**src/rtl/muldiv_seq.sv**
```systemverilog
// muldiv_seq: unsigned RV32M MUL/MULHU/DIVU/REMU sequencer.
// Performs one shift-add (multiply) or restoring-subtract (divide) step per cycle
// through the shared execute ALU, 32 steps per operation.
module muldiv_seq #(
    parameter int unsigned XLEN  = 32,
    parameter int unsigned STEPS = 32
) (
    input  logic            clk,
    input  logic            rst,
    input  logic            start,
    input  logic [1:0]      op,
    input  logic [XLEN-1:0] a,
    input  logic [XLEN-1:0] b,
    output logic            busy,
    output logic            done,
    output logic [XLEN-1:0] result,
    output logic [XLEN-1:0] alu_a,
    output logic [XLEN-1:0] alu_b,
    output logic [4:0]      alu_c,
    input  logic [XLEN-1:0] alu_y
);

    localparam int unsigned CNT_W = $clog2(STEPS);
    localparam int unsigned ALU_W = 5;

    // ALU op codes, same encoding as the execute stage's format.vh
    localparam logic [ALU_W-1:0] ALU_IADD = 5'h00;
    localparam logic [ALU_W-1:0] ALU_ISUB = 5'h01;
    localparam logic [ALU_W-1:0] ALU_IPAS = 5'h0F;

    typedef enum logic [1:0] {S_IDLE, S_RUN, S_DONE} state_t;

    state_t           state, state_nxt;
    logic [1:0]       op_q, op_nxt;
    logic [CNT_W-1:0] cnt, cnt_nxt;
    // acc holds hi (multiply) or rem (divide); sh holds lo or quo; opnd holds mc or dv
    logic [XLEN-1:0]  acc, acc_nxt;
    logic [XLEN-1:0]  sh, sh_nxt;
    logic [XLEN-1:0]  opnd, opnd_nxt;
    logic [XLEN-1:0]  res_nxt;
    logic [XLEN:0]    s;
    logic             is_div;
    logic             carry;
    logic             ge;

    assign is_div = op_q[1];
    assign s      = {acc, sh[XLEN-1]};
    assign carry  = (alu_y < acc);
    assign ge     = s[XLEN] | (s[XLEN-1:0] >= opnd);

    // ALU drive: depends only on registered state so alu_y feedback is loop-free
    always_comb begin
        alu_a = '0;
        alu_b = '0;
        alu_c = ALU_IPAS;
        if (state == S_RUN) begin
            if (is_div) begin
                alu_a = s[XLEN-1:0];
                alu_b = opnd;
                alu_c = ALU_ISUB;
            end else begin
                alu_a = acc;
                alu_b = sh[0] ? opnd : '0;
                alu_c = ALU_IADD;
            end
        end
    end

    // Next-state and datapath update
    always_comb begin
        state_nxt = state;
        op_nxt    = op_q;
        cnt_nxt   = cnt;
        acc_nxt   = acc;
        sh_nxt    = sh;
        opnd_nxt  = opnd;
        res_nxt   = result;
        case (state)
            S_IDLE: begin
                if (start) begin
                    op_nxt  = op;
                    cnt_nxt = '0;
                    acc_nxt = '0;
                    if (op[1]) begin
                        sh_nxt   = a;
                        opnd_nxt = b;
                    end else begin
                        sh_nxt   = b;
                        opnd_nxt = a;
                    end
                    if (op[1] && (b == '0)) begin
                        state_nxt = S_DONE;
                        res_nxt   = op[0] ? a : '1;
                    end else begin
                        state_nxt = S_RUN;
                    end
                end
            end
            S_RUN: begin
                if (is_div) begin
                    acc_nxt = ge ? alu_y : s[XLEN-1:0];
                    sh_nxt  = {sh[XLEN-2:0], ge};
                end else begin
                    acc_nxt = {carry, alu_y[XLEN-1:1]};
                    sh_nxt  = {alu_y[0], sh[XLEN-1:1]};
                end
                cnt_nxt = cnt + CNT_W'(1);
                if (cnt == CNT_W'(STEPS - 1)) begin
                    state_nxt = S_DONE;
                    // MUL/DIVU take the shifted register, MULHU/REMU the accumulator
                    res_nxt   = op_q[0] ? acc_nxt : sh_nxt;
                end
            end
            S_DONE: begin
                state_nxt = S_IDLE;
            end
            default: begin
                state_nxt = S_IDLE;
            end
        endcase
    end

    // State and datapath registers; busy/done registered from the next state
    always_ff @(posedge clk or posedge rst) begin
        if (rst) begin
            state  <= S_IDLE;
            op_q   <= '0;
            cnt    <= '0;
            acc    <= '0;
            sh     <= '0;
            opnd   <= '0;
            result <= '0;
            busy   <= 1'b0;
            done   <= 1'b0;
        end else begin
            state  <= state_nxt;
            op_q   <= op_nxt;
            cnt    <= cnt_nxt;
            acc    <= acc_nxt;
            sh     <= sh_nxt;
            opnd   <= opnd_nxt;
            result <= res_nxt;
            busy   <= (state_nxt == S_RUN);
            done   <= (state_nxt == S_DONE);
        end
    end

endmodule

```
**config.mk**
```make
export PLATFORM = sky130hd
export DESIGN_NAME = muldiv_seq
export DESIGN_NICKNAME = d
export VERILOG_FILES = /design/src/rtl/muldiv_seq.sv
export SDC_FILE = /design/constraint.sdc
export NUM_CORES = 1
export LEC_CHECK = 0
export ABC_AREA = 1
export CORE_ASPECT_RATIO = 0.5
export CORE_MARGIN = 2
export CORE_UTILIZATION = 49
export CTS_BUF_LIST = sky130_fd_sc_hd__clkbuf_4
export DETAILED_ROUTE_END_ITERATION = 8
export PLACE_DENSITY_LB_ADDON = 0.1
export SETUP_SLACK_MARGIN = 0.4
export SLEW_MARGIN = 25
export SYNTH_ARGS = -nofsm -noshare
export SYNTH_HDL_FRONTEND = slang
export SYNTH_SLANG_ARGS = --single-unit
```
**constraint.sdc**
```tcl
create_clock -name clk -period 4.1 [get_ports clk]
set_input_delay 0.41 -clock clk [delete_from_list [all_inputs] [get_ports clk]]
set_output_delay 0.41 -clock clk [all_outputs]
set_load 0.02 [all_outputs]
```
==> impl_metrics.json, run 1 <==
{
  "fp-row-count": 37,
  "critPathArrivalTime_ns": 3.00,
  "worst-r2r-cell-count": 13,
  "synth_ff_type": "dfrtp_1",
  "grt_pass1_vias": 10800,
  "fin_crit_sh": 0.832,
  "drive_gt1_frac": 0.0644,
  "worst_pin_slew_ns": 1.02,
  "maxSlewViolCount": 0,
  "grt.busiest_layer": "met2",
  "antenna_found_initial": 2,
  "cts_tree": "done",
  "synth-simple-area-share": 0.271,
  "hold_end": "opnd[29]",
  "synth-adder-area-share": 0.0773,
  "cts.repair.resized": 0,
  "yosysSeqAreaShare": 0.331,
  "crit_type": "reg -> out",
  "synth_top_area_cell": "dfrtp_1",
  "synthTopCellsByCount": "502 x nand2_1, 174 x inv_1, 139 x dfrtp_1",
  "synth_compound_area_frac": 0.208,
  "core_area_um2": 20800,
  "antenna_left": 0,
  "die_y_um": 108,
  "r2r_end": "result[1]",
  "synth.most_common_cell": "nand2_1",
  "cp-start-kind": "flip-flop",
  "power.density_nw_per_um2": 870,
  "placedCellCount": 1921,
  "dr.pass1.iters": 7,
  "min_period_ns": 3.41,
  "synth_xor_area_frac": 0.000832,
  "drt-total-wl_um": 37300,
  "use_met2": 0.501,
  "use_met3": 0.0814,
  "ios": 204,
  "final.fill_count": 1959,
  "worstHoldPathType": "in -> reg",
  "grt_max_degree": 140,
  "cts_sinks": 139,
  "cts_setup_buffers": 0,
  "required_ns": 3.69,
  "grt_pass1_wl_um": 58400,
  "fp.dieW_um": 211,
  "grt_remaining_overflow": 0,
  "clock_tree.root_cell": "clkbuf_4",
  "leakagePower_nw": 6.38,
  "syn_inst": 1527,
  "cts-buffers-inserted": 17,
  "hpwl_um": 25200,
  "gp_congestion": 0.896,
  "synthArstFlopShare": 1.00,
  "yosysWarnings": 0,
  "met1_usage": 0.471,
  "clk_pin_slew_ns": 0.13,
  "post_drt_via_cell_ratio": 5.79,
  "timing.setup.tns_ns": 0,
  "yosys.area.top_type_share": 0.331,
  "hold_buffers": 0,
  "hold_depth": 4,
  "grt.total_usage": 0.334,
  "max-slew-margin-rel": 0.322,
  "start_util": 0.506,
  "r2r_slack_ns": 0.99,
  "cts-htree-levels": 4,
  "synth_cell_types": 44,
  "grt_setup_unrepaired": "false",
  "drv_cap": 0,
  "clock.fmax_mhz": 293,
  "synth_top_family_by_area": "simple AND/OR/NAND/NOR gates",
  "final_area_um2": 12800,
  "end_kind": "output port",
  "drc": 0,
  "status": "completed",
  "crit_fanout": 26,
  "die-area_um2": 22700,
  "fin_nets": 1833,
  "clock_latency_ns": 0.58,
  "synth_nets": 1693,
  "setup_viol": 0,
  "skew_ns": 0.0182,
  "numPortBuffers": 202,
  "drtIter0Drc": 1048,
  "final_cells": 1952,
  "syn_to_final_growth_pct": 21.8,
  "hold_viol_final": 0,
  "synth_edf_count": 0,
  "wire_per_inst_um": 19.1,
  "peakVddDrop_uv": 436,
  "route.vias.total": 11300,
  "postSynthAreaPerCell_um2": 6.89,
  "syn_area_um2": 10500,
  "synth-seq-cells": 139,
  "worstReg2RegStart": "acc[14]",
  "synth.area.mux_share": 0.00381,
  "dpl_cell_area_um2": 12600,
  "cts_buffer_depth": 2,
  "synth.area.top_cells": "dfrtp_1 33%, nand2_1 18%, ha_1 7.7%",
  "min_from": "op[1]"
}
==> per-layer routing <==
metal  up-vias  part of all wire
met3        61              0.10
met1      5328              0.44
met4         0             0.019
met2       599              0.43
li1       5317                 -
met5         -                 0
==> how the worst max path moves through the flow <==
stage | startpoint | to | slack (ns) | cells past startpoint
after global placement | b[1] | result[26] | 0.85 | 9
after global routing | state[0] | alu_a[26] | 0.47 | 6
final | state[0] | alu_a[26] | 0.69 | 6
after detailed placement | b[1] | result[25] | 0.72 | 9
after floorplan | rst | acc[0] | 1.95 | 1
after CTS | state[0] | alu_a[13] | 0.46 | 6
==> cell usage in the layout, fill, tap and decap left out, drive strengths merged <==
cell type	count
a22o	2
diode	2
a211oi	3
a21o	2
nor3	39
conb	1
nand4	7
mux2i	4
a21boi	32
xor2	1
clkinv	8
buf	19
nor2	54
nand3	71
o211ai	57
a21oi	65
dfrtp	139
ha	65
nand2	506
clkdlybuf4s50	201
clkinvlp	1
o22ai	32
nor4	6
o21ai	148
and3	1
a31oi	3
o221ai	6
nor4b	2
inv	179
clkbuf	22
o21a	1
==> area by class of cell <==
class | instances | area (um^2) | area share
Clock buffer | 22 | 165 | 0.0129
Tap cell | 273 | 342 | 0.0267
Antenna cell | 2 | 5.00 | 0.000391
Sequential cell | 139 | 3480 | 0.272
Inverter | 181 | 683 | 0.0533
Clock inverter | 7 | 30.0 | 0.00234
Multi-Input combinational cell | 1108 | 5920 | 0.462
Timing Repair Buffer | 220 | 2180 | 0.170
==> power by group <==
| part | switching, mW | total [mW] | internal (mW) |
|---|---|---|---|
| registers | 0.504 | 2.56 | 2.05 |
| logic | 4.87 | 7.81 | 2.94 |
| clock network | 0.527 | 0.779 | 0.252 |
==> sequential cells by signal, summed over array words and instances (netlist names), 2 cells and up <==
name    cells
op_q        2
acc        32
sh         32
cnt         5
state       2
result     32
opnd       32
==> critical path: stages (launching register included) <==
cell	delay [ns]
dfrtp_1	0.45
nand2_4	0.07
inv_2	0.35
nand2_2	0.38
buf_12	0.29
o22ai_1	0.19
clkdlybuf4s50_1	0.65
==> logic make-up (layout without fill, tap and decap cells) <==
group	Yosys count	count (layout)
XOR/XNOR	1	1
adder cells (fa/ha/maj)	65	65
buffers and inverters	280	430
AO/OA/AOI/OAI	351	351
multiplexers	4	4
flip-flops	139	139
other	1	3
AND/OR/NAND/NOR	686	686
==> stage by stage <==
stage	hold WS, ns	util	worst slack [ns]	power, mW
after floorplan	0.473	-	1.95	7.45
after global placement	0.489	0.606	0.849	10.1
after detailed placement	0.494	0.606	0.715	10.3
after CTS	0.189	0.616	0.461	11.1
after global routing	0.200	0.616	0.472	12.1
final	0.213	0.616	0.688	11.1
Power figures use the tool's default switching activity.
==> run 2, diff against run 1 <==
--- a/config.mk
+++ b/config.mk
@@ -8,7 +8,7 @@
 export ABC_AREA = 1
 export CORE_ASPECT_RATIO = 0.5
 export CORE_MARGIN = 2
-export CORE_UTILIZATION = 49
+export CORE_UTILIZATION = 54
 export CTS_BUF_LIST = sky130_fd_sc_hd__clkbuf_4
 export DETAILED_ROUTE_END_ITERATION = 8
 export PLACE_DENSITY_LB_ADDON = 0.1
==> constraint.sdc (replaced) <==
create_clock -name clk -period 3.48 [get_ports clk]
set_input_delay 0.348 -clock clk [delete_from_list [all_inputs] [get_ports clk]]
set_output_delay 0.348 -clock clk [all_outputs]
set_load 0.02 [all_outputs]
==> impl_metrics.json, run 2 (same netlist as run 1, synthesis figures left out) <==
{
  "insertedDiodeCount": 0,
  "dpl_cell_area_um2": 12700,
  "drv_cap": 0,
  "grt_remaining_overflow": 0,
  "post_drt_via_cell_ratio": 5.76,
  "fin_crit_sh": 0.868,
  "grt_max_degree": 101,
  "final_common_cell": "nand2_1",
  "final_cell_mix": "501 x nand2_1, 201 x clkdlybuf4s50_1, 173 x inv_1",
  "antenna_left": 0,
  "violations": "design-rule violations",
  "drt-total-wl_um": 36600,
  "cts-buffers-inserted": 17,
  "numPortBuffers": 202,
  "maxSlewViolCount": 0,
  "core_area_um2": 19300,
  "min_period_ns": 3.02,
  "crit_type": "reg -> out",
  "end_kind": "output port",
  "hpwl_um": 26300,
  "route.vias.total": 11300,
  "clock_latency_ns": 0.59,
  "clock.fmax_mhz": 331,
  "worst_pin_slew_ns": 0.868,
  "final_core_utilization": 0.676,
  "max-slew-margin-rel": 0.420,
  "leakagePower_nw": 6.51,
  "final.fill_count": 1730,
  "drtIter0Drc": 1035,
  "die_y_um": 103,
  "fp.dieW_um": 201,
  "clk_pin_slew_ns": 0.14,
  "antenna_found_initial": 0,
  "crit_fanout": 15,
  "worstReg2RegStart": "acc[6]",
  "grt_pass1_vias": 10700,
  "cts-htree-levels": 4,
  "grt_setup_unrepaired": "false",
  "skew_ns": 0.0226,
  "timing.setup.tns_ns": 0,
  "worstHoldPathType": "in -> reg",
  "required_ns": 3.13,
  "final_area_um2": 13000,
  "grt_pass1_wl_um": 57500,
  "cts_buffer_depth": 2,
  "status": "finished, violations left",
  "fin_ws_ns": 0.461,
  "fp-row-count": 36,
  "drc": 2,
  "clock_tree.root_cell": "clkbuf_4",
  "cts_sinks": 139,
  "grt.total_usage": 0.358,
  "fin_nets": 1850,
  "setup_viol": 0,
  "crit_start": "state[0]",
  "hold_viol_final": 0,
  "drive_gt1_frac": 0.0743,
  "cts_tree": "done",
  "ios": 204,
  "cp-start-kind": "flip-flop",
  "power.density_nw_per_um2": 1030,
  "holdWs_ns": 0.123,
  "critPathArrivalTime_ns": 2.67,
  "syn_to_final_growth_pct": 23.9,
  "dr.pass1.iters": 8,
  "die-area_um2": 20700,
  "min_from": "op[1]",
  "peakVddDrop_uv": 582,
  "final_cells": 1962,
  "r2r_slack_ns": 0.65,
  "wire_per_inst_um": 18.6,
  "start_util": 0.546,
  "gp_congestion": 0.917,
  "placedCellCount": 1928,
  "power_mw": 13.5,
  "dpl_worst_slack_ns": 0.254
}
==> run 2: worst paths after layout <==
path / to / cells past startpoint
max in group asynchronous: op_q[0] / 3
worst min register to register: result[13] / 2
worst max register to register: result[8] / 15
worst min-delay path: opnd[29] / 4
worst max-delay path: alu_a[1] / 6
min in group asynchronous: result[9] / 2
==> run 2: area by class of cell <==
cell class | instances | area, um^2 | share of cell area
Clock buffer | 19 | 143 | 0.0109
Clock inverter | 12 | 130 | 0.00998
Tap cell | 266 | 333 | 0.0255
Timing Repair Buffer | 237 | 2330 | 0.179
Multi-Input combinational cell | 1108 | 5930 | 0.455
Sequential cell | 139 | 3480 | 0.267
Inverter | 181 | 683 | 0.0524
==> run 2: worst max-delay path, cell delays in order (launching register included) <==
cell and delay (ns):
dfrtp_1 0.45, nand2_4 0.09, inv_2 0.26, nand2_1 0.13, buf_4 0.23, o22ai_1 0.25, clkdlybuf4s50_1 0.67
==> run 2: report_power, final <==
| part | switching (mW) | internal (mW) | total, mW | leakage (nW) |
|---|---|---|---|---|
| clock | 0.635 | 0.494 | 1.13 | 0.156 |
| sequential | 0.672 | 2.42 | 3.09 | 1.71 |
| combinational | 5.68 | 3.57 | 9.25 | 4.64 |
| total | 6.99 | 6.49 | 13.5 | 6.51 |
==> run 2: metal layers <==
metal	GRT usage	up-vias	share of wire
met3	0.0714	50	0.092
met4	0.107	0	0.016
met1	0.523	5343	0.46
met5	0	-	0
met2	0.539	582	0.43
li1	-	5331	-
==> run 2: timing repair <==
item,in CTS,in global routing
gates resized for setup,1,2
pin swaps,0,0
buffers inserted,0,3
hold buffers,0,0
setup endpoints to repair,17,49
